`src/rtl/axi_read_router.sv`:
```
// Read-side AXI router: round-robin AR arbitration between two masters, 64 KiB
// region decode to S0/S1/default slave, and R-beat return path for one burst at a time.
`timescale 1ns/1ps

module axi_read_router #(
    parameter int              ADDR_W  = 32,
    parameter int              DATA_W  = 32,
    parameter int              LEN_W   = 4,
    parameter int              ID_W    = 4,
    parameter int              IDS_W   = 8,
    parameter logic [31:0]     S0_BASE = 32'h0000_0000,
    parameter logic [31:0]     S1_BASE = 32'h0001_0000
) (
    input  logic                         clk,
    input  logic                         rst,
    // master AR
    input  logic [1:0][ID_W-1:0]         m_arid,
    input  logic [1:0][ADDR_W-1:0]       m_araddr,
    input  logic [1:0][LEN_W-1:0]        m_arlen,
    input  logic [1:0][2:0]              m_arsize,
    input  logic [1:0][1:0]              m_arburst,
    input  logic [1:0]                   m_arvalid,
    output logic [1:0]                   m_arready,
    // master R
    output logic [1:0][ID_W-1:0]         m_rid,
    output logic [1:0][DATA_W-1:0]       m_rdata,
    output logic [1:0][1:0]              m_rresp,
    output logic [1:0]                   m_rlast,
    output logic [1:0]                   m_rvalid,
    input  logic [1:0]                   m_rready,
    // slave AR
    output logic [2:0][IDS_W-1:0]        s_arid,
    output logic [2:0][ADDR_W-1:0]       s_araddr,
    output logic [2:0][LEN_W-1:0]        s_arlen,
    output logic [2:0][2:0]              s_arsize,
    output logic [2:0][1:0]              s_arburst,
    output logic [2:0]                   s_arvalid,
    input  logic [2:0]                   s_arready,
    // slave R
    input  logic [2:0][IDS_W-1:0]        s_rid,
    input  logic [2:0][DATA_W-1:0]       s_rdata,
    input  logic [2:0][1:0]              s_rresp,
    input  logic [2:0]                   s_rlast,
    input  logic [2:0]                   s_rvalid,
    output logic [2:0]                   s_rready
);

    typedef enum logic [1:0] {
        ST_IDLE = 2'd0,
        ST_ADDR = 2'd1,
        ST_DATA = 2'd2
    } state_t;

    state_t             r_state;
    logic               r_grant;
    logic [1:0]         r_sel;
    logic               r_rr_ptr;
    logic [LEN_W-1:0]   r_beat_cnt;

    logic               w_pick;
    logic [3:0]         w_tag;
    logic               w_sel_arready;
    logic [ID_W-1:0]    w_sel_rid;
    logic [DATA_W-1:0]  w_sel_rdata;
    logic [1:0]         w_sel_rresp;
    logic               w_sel_rlast;
    logic               w_sel_rvalid;
    logic               w_ar_hs;
    logic               w_r_hs;
    logic               w_unused_rid_tag;

    // Region decode on the upper 16 address bits; anything unmapped goes to SD.
    function automatic logic [1:0] decode_slave(input logic [ADDR_W-1:0] addr);
        logic [1:0] idx;
        if (addr[ADDR_W-1:16] == S0_BASE[ADDR_W-1:16]) begin
            idx = 2'd0;
        end else if (addr[ADDR_W-1:16] == S1_BASE[ADDR_W-1:16]) begin
            idx = 2'd1;
        end else begin
            idx = 2'd2;
        end
        return idx;
    endfunction

    // Arbitration winner: a lone requester wins, otherwise the round-robin pointer decides.
    always_comb begin
        w_pick = r_rr_ptr;
        if (m_arvalid == 2'b01) begin
            w_pick = 1'b0;
        end else if (m_arvalid == 2'b10) begin
            w_pick = 1'b1;
        end else begin
            w_pick = r_rr_ptr;
        end
    end

    // Master tag prepended to the slave-side ID and the muxed view of the selected slave.
    always_comb begin
        w_tag         = 4'b0001;
        w_sel_arready = 1'b0;
        w_sel_rid     = '0;
        w_sel_rdata   = '0;
        w_sel_rresp   = 2'b00;
        w_sel_rlast   = 1'b0;
        w_sel_rvalid  = 1'b0;
        if (r_grant) begin
            w_tag = 4'b0010;
        end else begin
            w_tag = 4'b0001;
        end
        case (r_sel)
            2'd0, 2'd1, 2'd2: begin
                w_sel_arready = s_arready[r_sel];
                w_sel_rid     = s_rid[r_sel][ID_W-1:0];
                w_sel_rdata   = s_rdata[r_sel];
                w_sel_rresp   = s_rresp[r_sel];
                w_sel_rlast   = s_rlast[r_sel];
                w_sel_rvalid  = s_rvalid[r_sel];
            end
            default: begin
                w_sel_arready = 1'b0;
                w_sel_rvalid  = 1'b0;
            end
        endcase
    end

    // Slave-side tag bits are implied by the registered grant, so they are not inspected.
    always_comb begin
        w_unused_rid_tag = 1'b0;
        for (int k = 0; k < 3; k++) begin
            w_unused_rid_tag = w_unused_rid_tag ^ (^s_rid[k][IDS_W-1:ID_W]);
        end
    end

    assign w_ar_hs = (r_state == ST_ADDR) && m_arvalid[r_grant] && w_sel_arready;
    assign w_r_hs  = (r_state == ST_DATA) && w_sel_rvalid && m_rready[r_grant];

    // Transaction FSM with grant, slave select, round-robin pointer and beat count.
    always_ff @(posedge clk or negedge rst) begin
        if (!rst) begin
            r_state    <= ST_IDLE;
            r_grant    <= 1'b0;
            r_sel      <= 2'd0;
            r_rr_ptr   <= 1'b0;
            r_beat_cnt <= '0;
        end else begin
            case (r_state)
                ST_IDLE: begin
                    if (|m_arvalid) begin
                        r_grant  <= w_pick;
                        r_sel    <= decode_slave(m_araddr[w_pick]);
                        r_rr_ptr <= ~w_pick;
                        r_state  <= ST_ADDR;
                    end
                end
                ST_ADDR: begin
                    if (w_ar_hs) begin
                        r_beat_cnt <= '0;
                        r_state    <= ST_DATA;
                    end
                end
                ST_DATA: begin
                    if (w_r_hs) begin
                        if (w_sel_rlast) begin
                            r_beat_cnt <= '0;
                            r_state    <= ST_IDLE;
                        end else begin
                            r_beat_cnt <= r_beat_cnt + {{(LEN_W-1){1'b0}}, 1'b1};
                        end
                    end
                end
                default: begin
                    r_state <= ST_IDLE;
                end
            endcase
        end
    end

    // Steering: only the granted master and selected slave see anything; all else is held at 0.
    always_comb begin
        s_arid    = '0;
        s_araddr  = '0;
        s_arlen   = '0;
        s_arsize  = '0;
        s_arburst = '0;
        s_arvalid = 3'b000;
        s_rready  = 3'b000;
        m_arready = 2'b00;
        m_rid     = '0;
        m_rdata   = '0;
        m_rresp   = '0;
        m_rlast   = 2'b00;
        m_rvalid  = 2'b00;
        for (int k = 0; k < 3; k++) begin
            if ((r_state == ST_ADDR) && (r_sel == 2'(k))) begin
                s_arid[k]    = {w_tag, m_arid[r_grant]};
                s_araddr[k]  = m_araddr[r_grant];
                s_arlen[k]   = m_arlen[r_grant];
                s_arsize[k]  = m_arsize[r_grant];
                s_arburst[k] = m_arburst[r_grant];
                s_arvalid[k] = m_arvalid[r_grant];
            end else begin
                s_arvalid[k] = 1'b0;
            end
            if ((r_state == ST_DATA) && (r_sel == 2'(k))) begin
                s_rready[k] = m_rready[r_grant];
            end else begin
                s_rready[k] = 1'b0;
            end
        end
        for (int m = 0; m < 2; m++) begin
            if ((r_state == ST_ADDR) && (r_grant == 1'(m))) begin
                m_arready[m] = w_sel_arready;
            end else begin
                m_arready[m] = 1'b0;
            end
            if ((r_state == ST_DATA) && (r_grant == 1'(m))) begin
                m_rid[m]    = w_sel_rid;
                m_rdata[m]  = w_sel_rdata;
                m_rresp[m]  = w_sel_rresp;
                m_rlast[m]  = w_sel_rlast;
                m_rvalid[m] = w_sel_rvalid;
            end else begin
                m_rvalid[m] = 1'b0;
            end
        end
    end

endmodule
```
`config.mk`:
```
export PLATFORM = sky130hd
export DESIGN_NAME = axi_read_router
export DESIGN_NICKNAME = d
export VERILOG_FILES = /design/src/rtl/axi_read_router.sv
export SDC_FILE = /design/constraint.sdc
export NUM_CORES = 1
export LEC_CHECK = 0
export CAP_MARGIN = 0
export CORE_AREA = 2 2 181 183
export DETAILED_ROUTE_END_ITERATION = 8
export DIE_AREA = 0 0 183 185
export PLACE_DENSITY = 0.47
export SLEW_MARGIN = 30
export SYNTH_ARGS = -nofsm -noshare
export SYNTH_HDL_FRONTEND = slang
export SYNTH_SLANG_ARGS = --single-unit
export TNS_END_PERCENT = 100
```
`constraint.sdc`:
```
create_clock -name clk -period 1.76 [get_ports clk]
set_input_delay 0.44 -clock clk [delete_from_list [all_inputs] [get_ports clk]]
set_output_delay 0.44 -clock clk [all_outputs]
set_load 0.1 [all_outputs]
```
Word-level counts from Yosys, hierarchy flattened
Cells that the tools add are included.

word-level totals
  bits in registers = 6
  bits in latches = 0
  bits in writable memories = 0
  logic and storage cells = 118
  input port bits = 231
  output and inout bits = 235
  memories = 0
  memory bits (read-only) = 0

cells by class
  $mul = 0
  divide/modulo/power cells = 0
  shift-type cells = 0
  $lt $le $gt $ge = 3
  mux-type cells = 77
  equality and inequality tests = 11
  bitwise gates (word level) = 2
  reductions and logical operators = 21
  add/subtract/negate cells = 0

operators with widths
  kind                 count
  $mux 32              11
  $bmux 32 s2          1
  $mux 4               11
  $mux 2               16
  $mux 1               24
  $mux 6               3
  $bmux 8 s2           1
  $eq 16x1->1 const B  1
  $logic_not 16->1     1
  $mux 3               5
  $logic_and 1x1->1    14
  $ne 2x2->1 const B   4
  $bmux 1 s2           3
  $eq 2x1->1 const B   3
  $eq 2x2->1 const B   3
  $pmux 2 s3           1
  $bmux 2 s2           1
  $logic_not 2->1      2
  $lt 1x2->1 const B   2
  $reduce_and 4->1     1
  $lt 2x3->1 const B   1
  $reduce_or 3->1      1
  $not 1->1            2
  $reduce_and 2->1     1
  $reduce_or 2->1      1

Logic depth before layout (Yosys ltp)
  depth after elaboration = 8
  mapped depth = 6

Worst setup path after synthesis
No wires, ideal clock.

  path kind = flip-flop to output port
  from = register r_grant
  to = output s_arid[5] (netlist name)
  data required time = 1320 ps
  path buffers = 2
  data arrival time = 2858 ps
  slack = -1538 ps
  stages on the path, launching flop included = 5
  cell sequence = dfrtp_1 -> buf_2 -> buf_2 -> nand2_1 -> nor3_1

RTL lines
  element                   RTL line  RTL
  start: declaration        55        logic r_grant;
  start signal: assignment  150       r_grant <= w_pick;
  end: declaration          32        output logic [2:0][IDS_W-1:0] s_arid,

==> reports/metrics.yaml <==
synth_common_cells: "nor2_1 (269), mux2i_1 (88), a21oi_1 (43)"
synth-async-reset-ratio: 1.00
synth.most_common_cell: "nor2_1"
synth_top_area_share: 0.366
required_ps: 1320
dieArea_sq_um: 33900
arrival_ps: 1860
core_sq_um: 32000
antenna_found_initial: 0
clk_path_buf_depth: 2
setup_viol: 230
tns_ps: -105900
finalWeightedCongestion: 0.756
synth_largest_area_cell: "nor2_1"
period_share: 1.31
grt_max_degree: 27
power_density_nw_per_um2: 1210
final-max-slew-violation-count: 0
routed.top_layer: "met4"
max_freq_mhz: 434
n_antenna_cell: 0
grt_pass1_vias: 5883
initial_core_util: 0.0862
outcome: "finished, violations left"
vias_per_cell: 3.91
cts.clk_slew.worst_paths_ps: 40
clock-sinks: 6
first_iter_violations: 106
worst_slack_ps: -542
ctsHtreeMaxLevel: 1
syn_avg_cell_area_sq_um: 5.51
finalClockSkew_ps: 3.61
cp-start-kind: "flip-flop"
final_util: 0.448
path_delay_family: "simple AND/OR/NAND/NOR gates"
antenna_left: 0
ys_ff_latch: 6
syn_inst: 501
max_stage_delay_ps: 510
route.met3.wl_um: 2970
root_buffer: "clkbuf_16"
slew_headroom: 0.662
leakage_uw: 0.00503
routed_wl_um: 28100
ys_top_cells_by_area: "nor2_1 (37%), mux2i_1 (32%), a21oi_1 (7.8%)"
fill_cells: 2969
tritoncts: "built"
worstSetupPathType: "flip-flop to primary output"
dieHeight_um: 185
min_period_ps: 2300
max-vdd-ir-drop_uv: 1060
hpwl_um: 23000
violations: "negative setup slack"
crit_fanout: 13
die_w_um: 183
hold_ws_ps: 462
ios: 466
grt_usage: 0.153
yosys_warnings: 0
num_vias: 5613
cts_made_buffers: 3
drive_above_1_share: 0.685
wl_met2_um: 15300
rsz0062_at_grt: "true"
first_pass_iters: 4
grt_pass1_wl_um: 38800
yosys_most_used_dff: "dfrtp_1"
hold_viol_final: 0
num-nets-final: 1260
ys_types: 28
cap_violations: 0
cpMaxStageDelayCell: "dfrtp_4"
tightest_slew_ps: 498
yosysSeqAreaShare: 0.0544
post_drt_wl_per_cell_um: 19.5
port_buffers: 447
hp-class: "input pin to async pin"
row_count: 66
holdBufCountCts: 0
netlist_area_sq_um: 2760
areaGrowthSynthToFinish_pct: 419
cpMostUsedCell: "buf_12"
drc: 0
path_cells: "buf_6 -> or3_4 -> buf_12 -> nor2_4 -> buf_12"
clk_latency_ps: 230
cp-end-kind: "primary output"
critPathBufInv: 3
grt.overflow.total: 0
synth_edf_count: 0
wl_met1_um: 9450
[where the power goes]
group          total (uW)  internal (uW)  switching (uW)
clock                 371            292            79.6
combinational       16700           6470           10200
sequential            280            198            82.2
[state kept, by name, summed over array words and instances, names as in the netlist]
| signal | cells |
|---|---|
| r_grant | 1 |
| r_rr_ptr | 1 |
| r_sel | 2 |
| r_state | 2 |
[routing by layer]
metal | track usage | vias up
met4 | 0.0205 | 0
li1 | - | 2715
met2 | 0.300 | 288
met5 | 0 | -
met1 | 0.155 | 2594
met3 | 0.0594 | 16
[metrics by stage]
stage | power [uW] | instances | setup slack, ps | area (sq um)
after CTS | 16700 | 1416 | -565 | 13700
after floorplan | 10200 | 506 | -405 | 5280
final | 17400 | 1435 | -542 | 14300
after global placement | 15700 | 1385 | -493 | 12900
after detailed placement | 15700 | 1385 | -512 | 12900
after global routing | 17900 | 1435 | -586 | 14300
[timing repair]
action                     in CTS  in global routing
resized for setup              73                 89
setup endpoints to repair     232                233
pin swaps                      36                 30
setup buffers                  22                 15
gates cloned                    8                 10
[cells in the final DEF, fill, tap and decap left out, types with 3 or more instances in the layout]
cell type and instances:
dlymetal6s2s_1 9, nor2_1 39, buf_6 27, clkdlybuf4s50_1 209
buf_8 5, buf_4 42, mux2i_1 41, nor3_4 4
nand2_1 4, nor2_2 3, a21oi_4 22, conb_1 6
nor2_4 227, a21oi_2 19, buf_12 257, clkbuf_16 11
nand2b_4 5, mux2i_2 17, buf_16 10, nand2_4 3
nor4_2 6, mux2i_4 30
[kinds of logic after synthesis]
| kind of cell | count (synthesis) | synth area share |
|---|---|---|
| and+or+nand+nor | 300 | 0.427 |
| muxes | 89 | 0.323 |
| AOI/OAI and AO/OA | 52 | 0.0997 |
| buffers and inverters | 52 | 0.0902 |
| DFF | 6 | 0.0544 |
| adders and majority gates | 1 | 0.00408 |
| other | 1 | 0.00136 |
[path summary, 6_finish.rpt]
path,startpoint,endpoint,slack (ps),depth (start not counted)
min in group clk,r_rr_ptr,r_rr_ptr,520,1
max in group asynchronous,rst,r_sel[0],1040,1
setup reg to reg,r_sel[0],r_state[1],-280,8
hold reg to reg,r_rr_ptr,r_rr_ptr,520,1
hold / removal,rst,r_state[1],460,1
setup / recovery,r_sel[0],s_araddr[23],-540,5
[layout make-up]
| cell class | count | area [sq um] | area share |
|---|---|---|---|
| repair buffers | 567 | 8520 | 0.594 |
| multi-input cells | 449 | 5070 | 0.353 |
| well taps | 408 | 510 | 0.0356 |
| flip-flops and latches | 6 | 160 | 0.0112 |
| clock buffers | 3 | 75.1 | 0.00524 |
| inverters | 2 | 7.51 | 0.000524 |
[worst reg2reg max path, delay by kind of cell (launching register included)]
kind,cells,cell delay [ps]
flip-flops,1,510
AO/OA/AOI/OAI,2,280
AND/OR/NAND/NOR,2,580
buffers and inverters,4,560
Note: power is estimated with default switching activity, not from simulation.
